**config.mk**
```make
export PLATFORM = sky130hd
export DESIGN_NAME = apb_slave_ctrl_flat
export DESIGN_NICKNAME = d
export VERILOG_FILES = /design/src/rtl/apb_slave_ctrl_pkg.sv /design/src/rtl/apb_slave_ctrl_if.sv /design/src/rtl/apb_slave_ctrl_addr_decode.sv /design/src/rtl/apb_slave_ctrl.sv /design/src/flat_wrapper.sv
export SDC_FILE = /design/constraint.sdc
export NUM_CORES = 1
export LEC_CHECK = 0
export ABC_AREA = 1
export CAP_MARGIN = 20
export CORE_ASPECT_RATIO = 1.5
export CORE_MARGIN = 2
export CORE_UTILIZATION = 41
export DETAILED_ROUTE_END_ITERATION = 10
export PLACE_DENSITY = 0.88
export SLEW_MARGIN = 20
export SYNTH_ARGS = -nofsm -noshare
export SYNTH_HDL_FRONTEND = slang
export SYNTH_SLANG_ARGS = --single-unit
```
**constraint.sdc**
```tcl
create_clock -name pclk -period 1.8 [get_ports pclk]
set_input_delay 0.36 -clock pclk [delete_from_list [all_inputs] [get_ports pclk]]
set_output_delay 0.36 -clock pclk [all_outputs]
set_load 0.005 [all_outputs]
```
**src/rtl/apb_slave_ctrl_pkg.sv**
```systemverilog
// Shared types for the APB slave front-end: FSM state encoding and APB response codes.
package apb_slave_ctrl_pkg;

    typedef enum logic [2:0] {
        ST_IDLE = 3'd0,
        ST_REQ  = 3'd1,
        ST_WAIT = 3'd2,
        ST_DONE = 3'd3,
        ST_ERR  = 3'd4
    } state_t;

    localparam logic RESP_OKAY = 1'b0;
    localparam logic RESP_ERR  = 1'b1;

endpackage

```
**src/rtl/apb_slave_ctrl_if.sv**
```systemverilog
// APB4 completer-side bus bundle used between the bus fabric and apb_slave_ctrl.
interface apb_slave_ctrl_if #(
    parameter int DATA_WIDTH = 32,
    parameter int ADDR_WIDTH = 32
);
    // Handshake: psel&~penable is the setup phase; the access phase (psel&penable) holds all
    // request fields stable until the cycle in which pready=1, which is when prdata/pslverr count.
    logic                    psel;
    logic                    penable;
    logic                    pwrite;
    logic [ADDR_WIDTH-1:0]   paddr;
    logic [DATA_WIDTH-1:0]   pwdata;
    logic [DATA_WIDTH/8-1:0] pstrb;
    logic [DATA_WIDTH-1:0]   prdata;
    logic                    pready;
    logic                    pslverr;

    modport master (
        output psel, penable, pwrite, paddr, pwdata, pstrb,
        input  prdata, pready, pslverr
    );

    modport slave (
        input  psel, penable, pwrite, paddr, pwdata, pstrb,
        output prdata, pready, pslverr
    );

endinterface

```
**src/rtl/apb_slave_ctrl_addr_decode.sv**
```systemverilog
// Combinational window/alignment check and window-relative offset for an APB byte address.
module apb_slave_ctrl_addr_decode #(
    parameter int                    ADDR_WIDTH = 32,
    parameter int                    DATA_WIDTH = 32,
    parameter logic [ADDR_WIDTH-1:0] BASE_ADDR  = '0,
    parameter logic [ADDR_WIDTH:0]   ADDR_SPAN  = (ADDR_WIDTH+1)'(32'h0000_1000)
) (
    input  logic [ADDR_WIDTH-1:0] paddr_i,
    output logic                  in_range_o,
    output logic                  aligned_o,
    output logic [ADDR_WIDTH-1:0] offset_o
);

    localparam int LSB_W = $clog2(DATA_WIDTH / 8);
    // One extra bit so a window ending exactly at 2^ADDR_WIDTH does not wrap to zero.
    localparam logic [ADDR_WIDTH:0] WIN_END = {1'b0, BASE_ADDR} + ADDR_SPAN;

    logic [ADDR_WIDTH:0] paddr_ext;

    assign paddr_ext  = {1'b0, paddr_i};
    assign in_range_o = (paddr_i >= BASE_ADDR) && (paddr_ext < WIN_END);
    assign offset_o   = paddr_i - BASE_ADDR;

    generate
        if (LSB_W > 0) begin : g_align
            assign aligned_o = (paddr_i[LSB_W-1:0] == '0);
        end else begin : g_no_align
            assign aligned_o = 1'b1;
        end
    endgenerate

endmodule

```
**src/rtl/apb_slave_ctrl.sv**
```systemverilog
// APB4 slave front-end: decodes the window, strobes the register backend once per access,
// holds the bus until the backend acks (or times out) and returns a registered response.
module apb_slave_ctrl
    import apb_slave_ctrl_pkg::*;
#(
    parameter int                    DATA_WIDTH = 32,
    parameter int                    ADDR_WIDTH = 32,
    parameter logic [ADDR_WIDTH-1:0] BASE_ADDR  = '0,
    parameter logic [ADDR_WIDTH:0]   ADDR_SPAN  = (ADDR_WIDTH+1)'(32'h0000_1000),
    parameter int                    TIMEOUT    = 16
) (
    input  logic                    pclk,
    input  logic                    presetn,
    apb_slave_ctrl_if.slave         apb,
    output logic                    wr_en_o,
    output logic                    rd_en_o,
    output logic [ADDR_WIDTH-1:0]   addr_o,
    output logic [DATA_WIDTH-1:0]   wr_data_o,
    output logic [DATA_WIDTH/8-1:0] wr_strb_o,
    input  logic                    be_ack_i,
    input  logic [DATA_WIDTH-1:0]   be_rdata_i,
    output state_t                  state_o
);

    localparam int            CW      = (TIMEOUT > 0) ? $clog2(TIMEOUT + 1) : 1;
    localparam logic [CW-1:0] CNT_MAX = '1;
    localparam logic [CW-1:0] TO_VAL  = CW'(TIMEOUT);

    state_t                  state_q, state_d;
    logic [CW-1:0]           cnt_q, cnt_d;
    logic                    pwrite_q, pwrite_d;
    logic [ADDR_WIDTH-1:0]   addr_q, addr_d;
    logic [DATA_WIDTH-1:0]   wr_data_q, wr_data_d;
    logic [DATA_WIDTH/8-1:0] wr_strb_q, wr_strb_d;
    logic                    wr_en_q, wr_en_d;
    logic                    rd_en_q, rd_en_d;
    logic                    pready_q, pready_d;
    logic                    pslverr_q, pslverr_d;
    logic [DATA_WIDTH-1:0]   prdata_q, prdata_d;

    logic                    setup;
    logic                    in_range;
    logic                    aligned;
    logic [ADDR_WIDTH-1:0]   offset;

    assign setup = apb.psel & ~apb.penable;

    apb_slave_ctrl_addr_decode #(
        .ADDR_WIDTH (ADDR_WIDTH),
        .DATA_WIDTH (DATA_WIDTH),
        .BASE_ADDR  (BASE_ADDR),
        .ADDR_SPAN  (ADDR_SPAN)
    ) u_decode (
        .paddr_i    (apb.paddr),
        .in_range_o (in_range),
        .aligned_o  (aligned),
        .offset_o   (offset)
    );

    // Outputs are computed from the next state so that every one of them leaves a flop.
    always_comb begin
        state_d   = state_q;
        cnt_d     = cnt_q;
        pwrite_d  = pwrite_q;
        addr_d    = addr_q;
        wr_data_d = wr_data_q;
        wr_strb_d = wr_strb_q;
        wr_en_d   = 1'b0;
        rd_en_d   = 1'b0;
        pready_d  = 1'b0;
        pslverr_d = RESP_OKAY;
        prdata_d  = '0;
        unique case (state_q)
            ST_IDLE: begin
                if (setup) begin
                    pwrite_d  = apb.pwrite;
                    addr_d    = offset;
                    wr_data_d = apb.pwdata;
                    wr_strb_d = apb.pwrite ? apb.pstrb : '0;
                    if (in_range && aligned) begin
                        state_d = ST_REQ;
                        cnt_d   = '0;
                        wr_en_d = apb.pwrite;
                        rd_en_d = ~apb.pwrite;
                    end else begin
                        state_d   = ST_ERR;
                        pready_d  = 1'b1;
                        pslverr_d = RESP_ERR;
                    end
                end
            end
            ST_REQ, ST_WAIT: begin
                if (!apb.psel) begin
                    // Master abandoned the transfer: drop it silently.
                    state_d = ST_IDLE;
                end else if (be_ack_i) begin
                    state_d  = ST_DONE;
                    pready_d = 1'b1;
                    prdata_d = pwrite_q ? '0 : be_rdata_i;
                end else if (state_q == ST_REQ) begin
                    state_d = ST_WAIT;
                end else begin
                    cnt_d = (cnt_q == CNT_MAX) ? cnt_q : cnt_q + CW'(1);
                    if ((TIMEOUT != 0) && (cnt_d == TO_VAL)) begin
                        state_d   = ST_DONE;
                        pready_d  = 1'b1;
                        pslverr_d = RESP_ERR;
                    end
                end
            end
            ST_DONE, ST_ERR: state_d = ST_IDLE;
            default:         state_d = ST_IDLE;
        endcase
    end

    always_ff @(posedge pclk or negedge presetn) begin
        if (!presetn) begin
            state_q   <= ST_IDLE;
            cnt_q     <= '0;
            pwrite_q  <= 1'b0;
            addr_q    <= '0;
            wr_data_q <= '0;
            wr_strb_q <= '0;
            wr_en_q   <= 1'b0;
            rd_en_q   <= 1'b0;
            pready_q  <= 1'b0;
            pslverr_q <= 1'b0;
            prdata_q  <= '0;
        end else begin
            state_q   <= state_d;
            cnt_q     <= cnt_d;
            pwrite_q  <= pwrite_d;
            addr_q    <= addr_d;
            wr_data_q <= wr_data_d;
            wr_strb_q <= wr_strb_d;
            wr_en_q   <= wr_en_d;
            rd_en_q   <= rd_en_d;
            pready_q  <= pready_d;
            pslverr_q <= pslverr_d;
            prdata_q  <= prdata_d;
        end
    end

    assign apb.prdata  = prdata_q;
    assign apb.pready  = pready_q;
    assign apb.pslverr = pslverr_q;
    assign wr_en_o     = wr_en_q;
    assign rd_en_o     = rd_en_q;
    assign addr_o      = addr_q;
    assign wr_data_o   = wr_data_q;
    assign wr_strb_o   = wr_strb_q;
    assign state_o     = state_q;

endmodule

```
**src/flat_wrapper.sv**
```systemverilog
// flat-port wrapper written by rule: the top's interface ports become plain ports
module apb_slave_ctrl_flat import apb_slave_ctrl_pkg::*;
#(
    parameter int                    DATA_WIDTH = 32,
    parameter int                    ADDR_WIDTH = 32,
    parameter logic [ADDR_WIDTH-1:0] BASE_ADDR  = '0,
    parameter logic [ADDR_WIDTH:0]   ADDR_SPAN  = (ADDR_WIDTH+1)'(32'h0000_1000),
    parameter int                    TIMEOUT    = 16
)
  (pclk, presetn, wr_en_o, rd_en_o, addr_o, wr_data_o, wr_strb_o, be_ack_i, be_rdata_i, state_o, apb_psel, apb_penable, apb_pwrite, apb_paddr, apb_pwdata, apb_pstrb, apb_prdata, apb_pready, apb_pslverr);
  apb_slave_ctrl_if #(.DATA_WIDTH(DATA_WIDTH), .ADDR_WIDTH(ADDR_WIDTH)) apb_i ();
  input  logic pclk;
  input  logic presetn;
  output logic wr_en_o;
  output logic rd_en_o;
  output logic [ADDR_WIDTH-1:0] addr_o;
  output logic [DATA_WIDTH-1:0] wr_data_o;
  output logic [DATA_WIDTH/8-1:0] wr_strb_o;
  input  logic be_ack_i;
  input  logic [DATA_WIDTH-1:0] be_rdata_i;
  output state_t state_o;
  input wire logic [$bits(apb_i.psel)-1:0] apb_psel;
  input wire logic [$bits(apb_i.penable)-1:0] apb_penable;
  input wire logic [$bits(apb_i.pwrite)-1:0] apb_pwrite;
  input wire logic [$bits(apb_i.paddr)-1:0] apb_paddr;
  input wire logic [$bits(apb_i.pwdata)-1:0] apb_pwdata;
  input wire logic [$bits(apb_i.pstrb)-1:0] apb_pstrb;
  output wire logic [$bits(apb_i.prdata)-1:0] apb_prdata;
  output wire logic [$bits(apb_i.pready)-1:0] apb_pready;
  output wire logic [$bits(apb_i.pslverr)-1:0] apb_pslverr;
  assign apb_i.psel = apb_psel;
  assign apb_i.penable = apb_penable;
  assign apb_i.pwrite = apb_pwrite;
  assign apb_i.paddr = apb_paddr;
  assign apb_i.pwdata = apb_pwdata;
  assign apb_i.pstrb = apb_pstrb;
  assign apb_prdata = apb_i.prdata;
  assign apb_pready = apb_i.pready;
  assign apb_pslverr = apb_i.pslverr;
  apb_slave_ctrl #(.DATA_WIDTH(DATA_WIDTH), .ADDR_WIDTH(ADDR_WIDTH), .BASE_ADDR(BASE_ADDR), .ADDR_SPAN(ADDR_SPAN), .TIMEOUT(TIMEOUT)) u_core (.pclk(pclk), .presetn(presetn), .apb(apb_i), .wr_en_o(wr_en_o), .rd_en_o(rd_en_o), .addr_o(addr_o), .wr_data_o(wr_data_o), .wr_strb_o(wr_strb_o), .be_ack_i(be_ack_i), .be_rdata_i(be_rdata_i), .state_o(state_o));
endmodule
```
==> metrics, run 1 <==
status=complete, no violations; clk root buf=clkbuf_16; Layout Utilization=70.09%; WL per Instance=approximately 15 um; clk sinks=between 100 and 150; commonest non-fill, non-tap cell in the layout=nand2_1; site row count=46; cell area after layout=between 0.007 and 0.008 mm^2; Internal Dissipation=approximately 5.9 mW; r2r setup slk=roughly 0.18 ns; setup TNS=0 ns; footprint of the multi-input gates=between 0.001 and 0.0015 mm^2; I/O Buffers=between 200 and 250; GRT Total Usage=between 20% and 30%; Worst Path Buf+Inv=1; via/cell ratio=between 4 and 5; nets=846; Die Y=about 130 um; Worst path max stage delay=0.54 ns; Sw Share=between 20% and 30%; Clock Latency Late Sink=0.41 ns; Final period util=between 90% and 100%; Slew headroom=67.43%; GRT Residual Overflow=0; initial antenna violation count=0; Ant. Diodes=0; fmax=about 0.57 GHz; IO Pins=213; LEAKAGE=around 3.6 nW; DRT antenna net count=0; critical path required time=approximately 1.4 ns; Non-Filler Instances=896; r2r endpoint=u_core.apb.pready$_DFF_PN0_; Fillers=783; vias in the first global route=between 4000 and 5000; fin. max-slew vios=0; initial core utilization=a little over two fifths; Vias=~4200; crit path launch type=register; die area=approximately 0.012 mm^2; Yosys reg bits=around 110; register area share after synthesis=62.81%; total CTS buffers=17; crit path kind=reg2out; Setup Buffers After CTS=0; first-pass GRT wire length=20570 um; Post-DP Area=0.006833 mm^2; family with the most delay on the worst path=buffers and inverters; share of cells above drive strength 1=under 10%; Synth Warn #=0; Comb pwr share=between 10% and 20%; final hold viol count=0; Max-Cap Viols=0; Post-DP HPWL=around 9700 um; post-synthesis net count=slightly above 600; CTS max path bufs=2; Initial DRC Count=261; Final Skew=around 0.0096 ns; CP startpoint=u_core.state_o[2]$_DFFE_PN0P_; minimum clock period=~1.8 ns; First-pass DRT Iterations=5; clk slew on worst S/H paths=0.06 ns; Yosys cell types=23; dpl cells=863; crit path cell chain=clkdlybuf4s50_1; mean area per synthesized cell=about 8.7 um^2; Area growth, synth to finish=65.79%; Slew @ Worst Pin=a little under 0.5 ns; mapped cell area=0.004502 mm^2; RSZ-0062 raised after global routing=no; worst vdd ir=between 0.0008 and 0.0009 V; die width=between 80 and 90 um; Power Dens Cells=1033 mW/mm^2; NetSw=about 1.8 mW; FF-to-FF Start=u_core.cnt_q[0]$_DFFE_PN0P_; Seq. cell area=about 0.0028 mm^2; peak fanout along the critical path=4; sequential share of power=38.4%; largest net degree at the start of global routing=a little under 80; total routed wirelength=~13000 um; CTS tree=yes; CP Data Arrival Time=between 1 and 1.5 ns; Tot Pwr=~7.7 mW; H-tree levels=4; critical path's slowest cell=clkdlybuf4s50_1; Clock power frac=between 40% and 50%; DRC=0; Hold WC Path Type=in2async; most frequent cells in the layout=260 x nand2_1, 211 x clkdlybuf4s50_1, 112 x dfrtp_1; Final Setup Violations=0; RePlAce Congestion=a little over 0.8; core area=about 0.011 mm^2; cell count after synthesis=between 500 and 600; Worst setup EP type=primary output; reg2reg path depth=8
## state kept, by name (all words and copies together), names as in the netlist
name and cells:
u_core.cnt_q 5, u_core.state_o 3, u_core.wr_strb_o 4, u_core.wr_data_o 32, u_core.apb.prdata 32, u_core.apb.pslverr 1, u_core.wr_en_o 1, u_core.pwrite_q 1
u_core.addr_o 32, u_core.apb.pready 1, u_core.rd_en_o 1
## worst max-delay path by stage
stage	to	slack, ns	cells after the start
2_1_floorplan	u_core.addr_o[0]$_DFFE_PN0P_	0.43	7
3_3_place_gp	u_core.cnt_q[1]$_DFFE_PN0P_	-0.04	9
3_5_place_dp	u_core.cnt_q[2]$_DFFE_PN0P_	-0.07	9
4_1_cts	state_o[2]	0.02	1
5_1_grt	state_o[0]	0.006	1
6_report	state_o[2]	0.05	1
## what timing repair did
action,in CTS,in global routing
setup endpoints to repair,1,0
gates resized for setup,1,0
hold endpoints to repair,34,0
hold buffers,1,0
## per-stage QoR
stage / setup WS, ns / hold slack (ns)
final: 0.04866 / 0.4651
after detailed placement: -0.07203 / 0.3552
after global placement: -0.04003 / 0.3521
after global routing: 0.006165 / 0.4835
after floorplan: 0.4294 / 0.06441
after CTS: 0.02405 / 0.4639
## synthesized netlist by cell type (all sizes together)
cell | n | area, um^2
a21oi | 1 | 5.000
a31oi | 1 | 6.260
buf | 14 | 102.6
clkbuf | 7 | 26.28
dfrtp | 113 | 2828
ha | 1 | 12.51
inv | 24 | 90.09
nand2 | 262 | 988.5
nand3 | 16 | 92.59
nand3b | 1 | 7.510
nand4 | 3 | 18.77
nor2 | 58 | 249.0
nor3 | 1 | 5.000
o21ai | 11 | 55.05
or2 | 2 | 15.02
## cell families after synthesis
kind of cell               Yosys count  share of synthesized area [%]
DFF                                113                          62.81
adders and majority gates            1                         0.2779
and+or+nand+nor                    343                          30.57
AOI/OAI and AO/OA                   13                          1.473
buffers and inverters               45                          4.864
## routing by layer
metal | up-vias | track usage [%] | share of wire (%)
li1 | 2011 | - | -
met1 | 1960 | 23.95 | 36
met2 | 204 | 39.67 | 53
met3 | 23 | 8.453 | 8.7
met4 | 0 | 8.043 | 2.3
met5 | - | 0 | 0
## layout make-up
cell class	instances	area share (%)
well taps	144	2.414
inverters	24	1.207
multi-input cells	357	19.50
clock inverters	13	2.498
flip-flops and latches	113	37.90
repair buffers	226	30.68
clock buffers	19	5.800
## power by group through the flow
| stage | Clock (mW) | Combinational [mW] | Sequential (mW) |
|---|---|---|---|
| after floorplan | 0 | 0.329 | 3.01 |
| after global placement | 0 | 1.24 | 2.99 |
| after detailed placement | 0 | 1.28 | 3.00 |
| after CTS | 3.54 | 1.29 | 2.96 |
| after global routing | 3.65 | 1.39 | 2.99 |
| final | 3.48 | 1.27 | 2.96 |
No activity file was read; power rests on OpenSTA's default activity.
==> inputs of run 2 (changes only) <==
SETUP_SLACK_MARGIN = 0.5   (was not set)
==> run 2 against run 1 <==
Against the previous run:
- global-route usage increased by 0.10 points
- register-to-register slack improved by 0.07 ns
- worst setup slack improved by 0.20 ns
- sequential share of layout area decreased by 0.77 points
- first-iteration DRC count increased by 2.3%
- worst hold slack got worse by 0.061 ns
- fmax increased by 13%
- critical path type is now reg2reg
==> metrics, run 2 (synthesis results as in run 1) <==
status=complete, no violations; Comb pwr share=about 17%; Worst setup EP type=register; IO Pins=roughly 210; total CTS buffers=17; Tot Pwr=roughly 7.7 mW; Final Skew=between 0.005 and 0.006 ns; commonest non-fill, non-tap cell in the layout=nand2_1; pre-CTS setup slack=-0.05653 ns; most frequent cells in the layout=253 x nand2_1, 111 x dfrtp_1, 104 x clkdlybuf4s50_1; DRT antenna net count=0; CP Data Arrival Time=~1.8 ns; CTS max path bufs=2; WL per Instance=15.66 um; Hold WS=between 0.4 and 0.5 ns; core area=around 0.011 mm^2; post-route setup slack=around 0.25 ns; Layout Utilization=71.59%; Ant. Diodes=0; Clock Latency Late Sink=0.40 ns; Hold WC Path Type=in2async; die width=approximately 90 um; FF-to-FF Start=u_core.state_o[0]$_DFFE_PN0P_; Non-Filler Instances=about 950; Slew @ Worst Pin=between 0.3 and 0.4 ns; crit path kind=reg2reg; LEAKAGE=4.032 nW; I/O Buffers=approximately 210; clk sinks=113; First-pass DRT Iterations=5; clk root buf=clkbuf_16; crit path cell chain=buf_6, or2_4, nor2_8, nand2_8, clkbuf_16, nand2_1, nand2_1; via/cell ratio=a little under 5; vias in the first global route=4504; minimum clock period=approximately 1.6 ns; setup TNS=0 ns; critical path required time=between 2 and 2.5 ns; initial antenna violation count=0; Internal Dissipation=5.704 mW; Die Y=roughly 130 um; critical path's most frequent cell=nand2_1; r2r endpoint=u_core.addr_o[2]$_DFFE_PN0P_; nets=roughly 900; Area growth, synth to finish=69.32%; Worst path max stage delay=0.39 ns; Final period util=86.28%; worst vdd ir=roughly 0.00078 V; Post-DP Area=0.006868 mm^2; Max-Cap Viols=0; Fillers=796; crit path launch type=register; first-pass GRT wire length=just over 20000 um; RSZ-0062 raised after global routing=yes; DRC=0; GRT Total Usage=22.69%; die area=0.01185 mm^2; cell area after layout=roughly 0.0076 mm^2; Final Setup Violations=0; final hold viol count=0; reg2reg path depth=7; largest net degree at the start of global routing=54; Vias=~4500; Slew headroom=a little under 80%; clk slew on worst S/H paths=~0.06 ns; Post-DP HPWL=a little under 10000 um; peak fanout along the critical path=26; Power Dens Cells=around 1000 mW/mm^2; GRT Residual Overflow=0; initial core utilization=42.28%; Clock power frac=44.7%; Initial DRC Count=between 200 and 300; share of cells above drive strength 1=between 20% and 30%; sequential share of power=between 30% and 40%; fmax=approximately 0.64 GHz; critical path's slowest cell=dfrtp_1; CTS tree=yes; Sw Share=about 26%; fin. max-slew vios=0; site row count=46; H-tree levels=4; dpl cells=~860; NetSw=between 1.5 and 2 mW; r2r setup slk=roughly 0.25 ns; total routed wirelength=~15000 um; RePlAce Congestion=0.8141
-- run 2: cell types whose count changed in the layout (fill, tap and decap cells not counted), sizes merged --
cell | before | now
clkbuf | 19 | 24
clkinvlp | 4 | 3
clkinv | 4 | 8
bufinv | 4 | 3
clkdlybuf4s50 | 211 | 104
buf | 14 | 164
-- run 2: worst max-delay path by stage --
| stage | start | end | slack, ns |
|---|---|---|---|
| CTS | u_core.state_o[1]$_DFFE_PN0P_ | u_core.addr_o[13]$_DFFE_PN0P_ | 0.28 |
| global placement | apb_psel | u_core.cnt_q[2]$_DFFE_PN0P_ | 0.02 |
| global route | u_core.state_o[0]$_DFFE_PN0P_ | u_core.wr_data_o[3]$_DFFE_PN0P_ | 0.18 |
| finish | u_core.state_o[0]$_DFFE_PN0P_ | u_core.addr_o[2]$_DFFE_PN0P_ | 0.25 |
| detailed placement | apb_psel | u_core.cnt_q[3]$_DFFE_PN0P_ | -0.06 |
| floorplan | u_core.state_o[1]$_DFFE_PN0P_ | u_core.addr_o[0]$_DFFE_PN0P_ | 0.45 |
-- run 2: power groups by stage --
stage / registers [mW] / clock network (mW) / logic, mW
after floorplan: 3.01 / 0 / 0.334
after global placement: 2.98 / 0 / 1.25
after detailed placement: 2.99 / 0 / 1.29
after CTS: 2.94 / 3.47 / 1.15
after global routing: 2.97 / 3.60 / 1.42
final: 2.94 / 3.43 / 1.30
-- run 2: layout make-up --
class                   count  area (um^2)  share of cell area (%)
flip-flops and latches    113         2830                   37.13
repair buffers            276         2326                   30.52
multi-input cells         357         1572                   20.62
clock buffers              17        425.4                   5.581
clock inverters            15        186.4                   2.446
well taps                 144        180.2                   2.364
inverters                  24        102.6                   1.346
-- run 2: what timing repair did --
action                                  CTS  global route
hold endpoints to repair                 21             0
buffers inserted                         23            19
gates resized for setup                 437            40
gates cloned                              0             7
hold buffers                              1             0
pin swaps                                 4             9
endpoints found under the setup margin  217           159
-- run 2: critical path, delay by kind of cell, from the launching register on --
kind | cells | cell delay [ns]
AND/OR/NAND/NOR | 5 | 0.71
flip-flops | 1 | 0.39
buffers and inverters | 2 | 0.34
-- run 2: layer usage --
layer / vias to the layer above / GRT usage [%] / wire, um
li1: 2115 / - / -
met1: 2169 / 23.70 / 5207
met2: 223 / 39.71 / 7931
met3: 38 / 9.205 / 1264
met4: 0 / 8.126 / 410
met5: - / 0 / 0
==> inputs of run 3 (changes only) <==
GPL_ROUTABILITY_DRIVEN = 0   (was not set)
==> results of run 3 <==
Final layout, timing and power as in run 2 (identical DEF).
==> variant, RTL diff (flow settings as in run 3) <==
`TIMEOUT` is set to 16 in 2 places; all go to 32.
--- a/src/rtl/apb_slave_ctrl.sv
+++ b/src/rtl/apb_slave_ctrl.sv
@@ -7,7 +7,7 @@
     parameter int                    ADDR_WIDTH = 32,
     parameter logic [ADDR_WIDTH-1:0] BASE_ADDR  = '0,
     parameter logic [ADDR_WIDTH:0]   ADDR_SPAN  = (ADDR_WIDTH+1)'(32'h0000_1000),
-    parameter int                    TIMEOUT    = 16
+    parameter int                    TIMEOUT    = 32
 ) (
     input  logic                    pclk,
     input  logic                    presetn,
--- a/src/flat_wrapper.sv
+++ b/src/flat_wrapper.sv
@@ -5,7 +5,7 @@
     parameter int                    ADDR_WIDTH = 32,
     parameter logic [ADDR_WIDTH-1:0] BASE_ADDR  = '0,
     parameter logic [ADDR_WIDTH:0]   ADDR_SPAN  = (ADDR_WIDTH+1)'(32'h0000_1000),
-    parameter int                    TIMEOUT    = 16
+    parameter int                    TIMEOUT    = 32
 )
   (pclk, presetn, wr_en_o, rd_en_o, addr_o, wr_data_o, wr_strb_o, be_ack_i, be_rdata_i, state_o, apb_psel, apb_penable, apb_pwrite, apb_paddr, apb_pwdata, apb_pstrb, apb_prdata, apb_pready, apb_pslverr);
   apb_slave_ctrl_if #(.DATA_WIDTH(DATA_WIDTH), .ADDR_WIDTH(ADDR_WIDTH)) apb_i ();
Behaviour: same outputs for any inputs over 4 cycles, from zero or initial values and one cycle with presetn low; that may be too few to reach the edited logic, so the function may still have changed.
==> variant against run 3 <==
Sequential cell count grew 1; via count rose by 23%; non-clock buffer count up 53; critical path depth grew 1; setup slack lost 130 ps; power increased by 5.4%; routed wire length increased by 57%; area after synthesis is 1.9% higher; die area rose by 1.8%; combinational power rose by 38%; cell area increased by 20%; hold slack got worse by 140 ps; largest cell class is now non-clock buffers.
==> variant: results (changes against run 3) <==
status -> complete, no violations
number of setup buffers added after CTS -> 39 (+70%)
# nets final -> 960 (+7.1%)
Power Clock -> 3.29 mW (-4%)
leak pwr -> 4.91 nW (+22%)
dpl hpwl -> 10.5 mm (+8.7%)
data arrival time of the critical path -> 2020 ps (+180 ps)
largest net degree at the start of global routing -> 50 (-7.4%)
synth top area cells -> dfrtp_1, nand2_1, nor2_1, inv_1, nand3_1
post-synthesis mux area share -> 0% (unchanged)
via count -> 5601 (+23%)
# diodes -> 0 (unchanged)
switch share -> 28.9% (+3.2 points)
met3 wire length -> 1.92 mm (+52%)
drt initial violations -> 417 (+56%)
R2R Setup Slk -> 120 ps (-130 ps)
gr usage total -> 27.3% (+4.6 points)
# resized after CTS -> 491 (+12%)
Cell Area, Placed -> 7010 um2 (+2.1%)
syn nets -> 632 (+1.6%)
CTS Buf Count -> 17 (unchanged)
synth cell count leaders -> nand2_1, dfrtp_1, nor2_1
sequential cell power -> 3.00 mW (+2%)
Worst Hold Class -> in -> reg
sequential area share after synthesis -> 62.2% (-0.60 points)
DR WL met2 -> 11.9 mm (+50%)
Max IR drop VDD -> 0.698 mV (-10%)
Worst Reg2Reg Path Length in Cells -> 8 (+1)
final wirelength -> 23.2 mm (+57%)
Crit path largest cell delay -> 390 ps (about the same)
area fraction in compound gates after synthesis -> 2.73% (+1.3 points)
Post-Synth Adder-Cell Area -> 0.273% (-0.0051 points)
Setup Skew -> 13.8 ps (+8.64 ps)
wl on met1 -> 7.28 mm (+40%)
DP Worst Slack -> -101 ps (-44.3 ps)
CP Capture Point -> u_core.wr_data_o[15]$_DFFE_PN0P_
Tightest Pin Transition -> 561 ps (+224 ps)
share of cells above drive strength 1 -> 51.6% (+22 points)
crit path max fanout -> 7 (-73%)
GR Layer Usage met1 -> 28.5% (+4.8 points)
Yosys Warn Count -> 0 (unchanged)
M3 GR Usage -> 7.41% (-1.8 points)
library cells used by synthesis -> 25 (+8.7%)
first-pass GRT wire length -> 25.7 mm (+24%)
met2 usage -> 51.2% (+12 points)
post-layout min period -> 1680 ps (+125 ps)
[variant: cell count changes in the layout (fill, tap and decap cells not counted), sizes merged, moves of 2 or more]
| cell | change |
|---|---|
| buf | +47 |
| clkbuf | +8 |
| clkdlybuf4s50 | -8 |
| dlymetal6s2s | +8 |
| nand2 | -6 |
| o21ai | +6 |
| nor2 | +3 |
| a21oi | +2 |
| clkinvlp | +2 |
| nand4 | +2 |
| nor3 | +2 |
| or2 | -2 |
[variant: how the worst min path moves through the flow]
| stage | start | to | slack [ps] | cells past startpoint |
|---|---|---|---|---|
| 6_report | apb_paddr[21] | u_core.addr_o[21]$_DFFE_PN0P_ | 260 | 3 |
| 5_1_grt | apb_paddr[21] | u_core.addr_o[21]$_DFFE_PN0P_ | 260 | 3 |
| 4_1_cts | presetn | u_core.addr_o[2]$_DFFE_PN0P_ | 390 | 2 |
| 3_5_place_dp | presetn | u_core.addr_o[2]$_DFFE_PN0P_ | 270 | 1 |
| 3_3_place_gp | presetn | u_core.addr_o[7]$_DFFE_PN0P_ | 270 | 1 |
| 2_1_floorplan | presetn | u_core.addr_o[0]$_DFFE_PN0P_ | 60 | 0 |
[variant: cell type report]
type	count	area, um2
timing repair buffer	329	3070
sequential	114	2860
multi-input combinational	364	2360
fill	479	1830
clock buffer	19	433
tap	147	184
clock inverter	13	139
inverter	27	123
[variant: stage by stage]
stage / TNS [ps] / total power [mW] / hold slack [ps] / std cells
final: 0 / 8.08 / 261 / 1013
after global routing: 0 / 8.29 / 258 / 1013
after CTS: 0 / 7.41 / 393 / 958
after detailed placement: -1710 / 4.28 / 272 / 880
after global placement: -16.4 / 4.22 / 268 / 880
after floorplan: 0 / 3.33 / 64.4 / 525
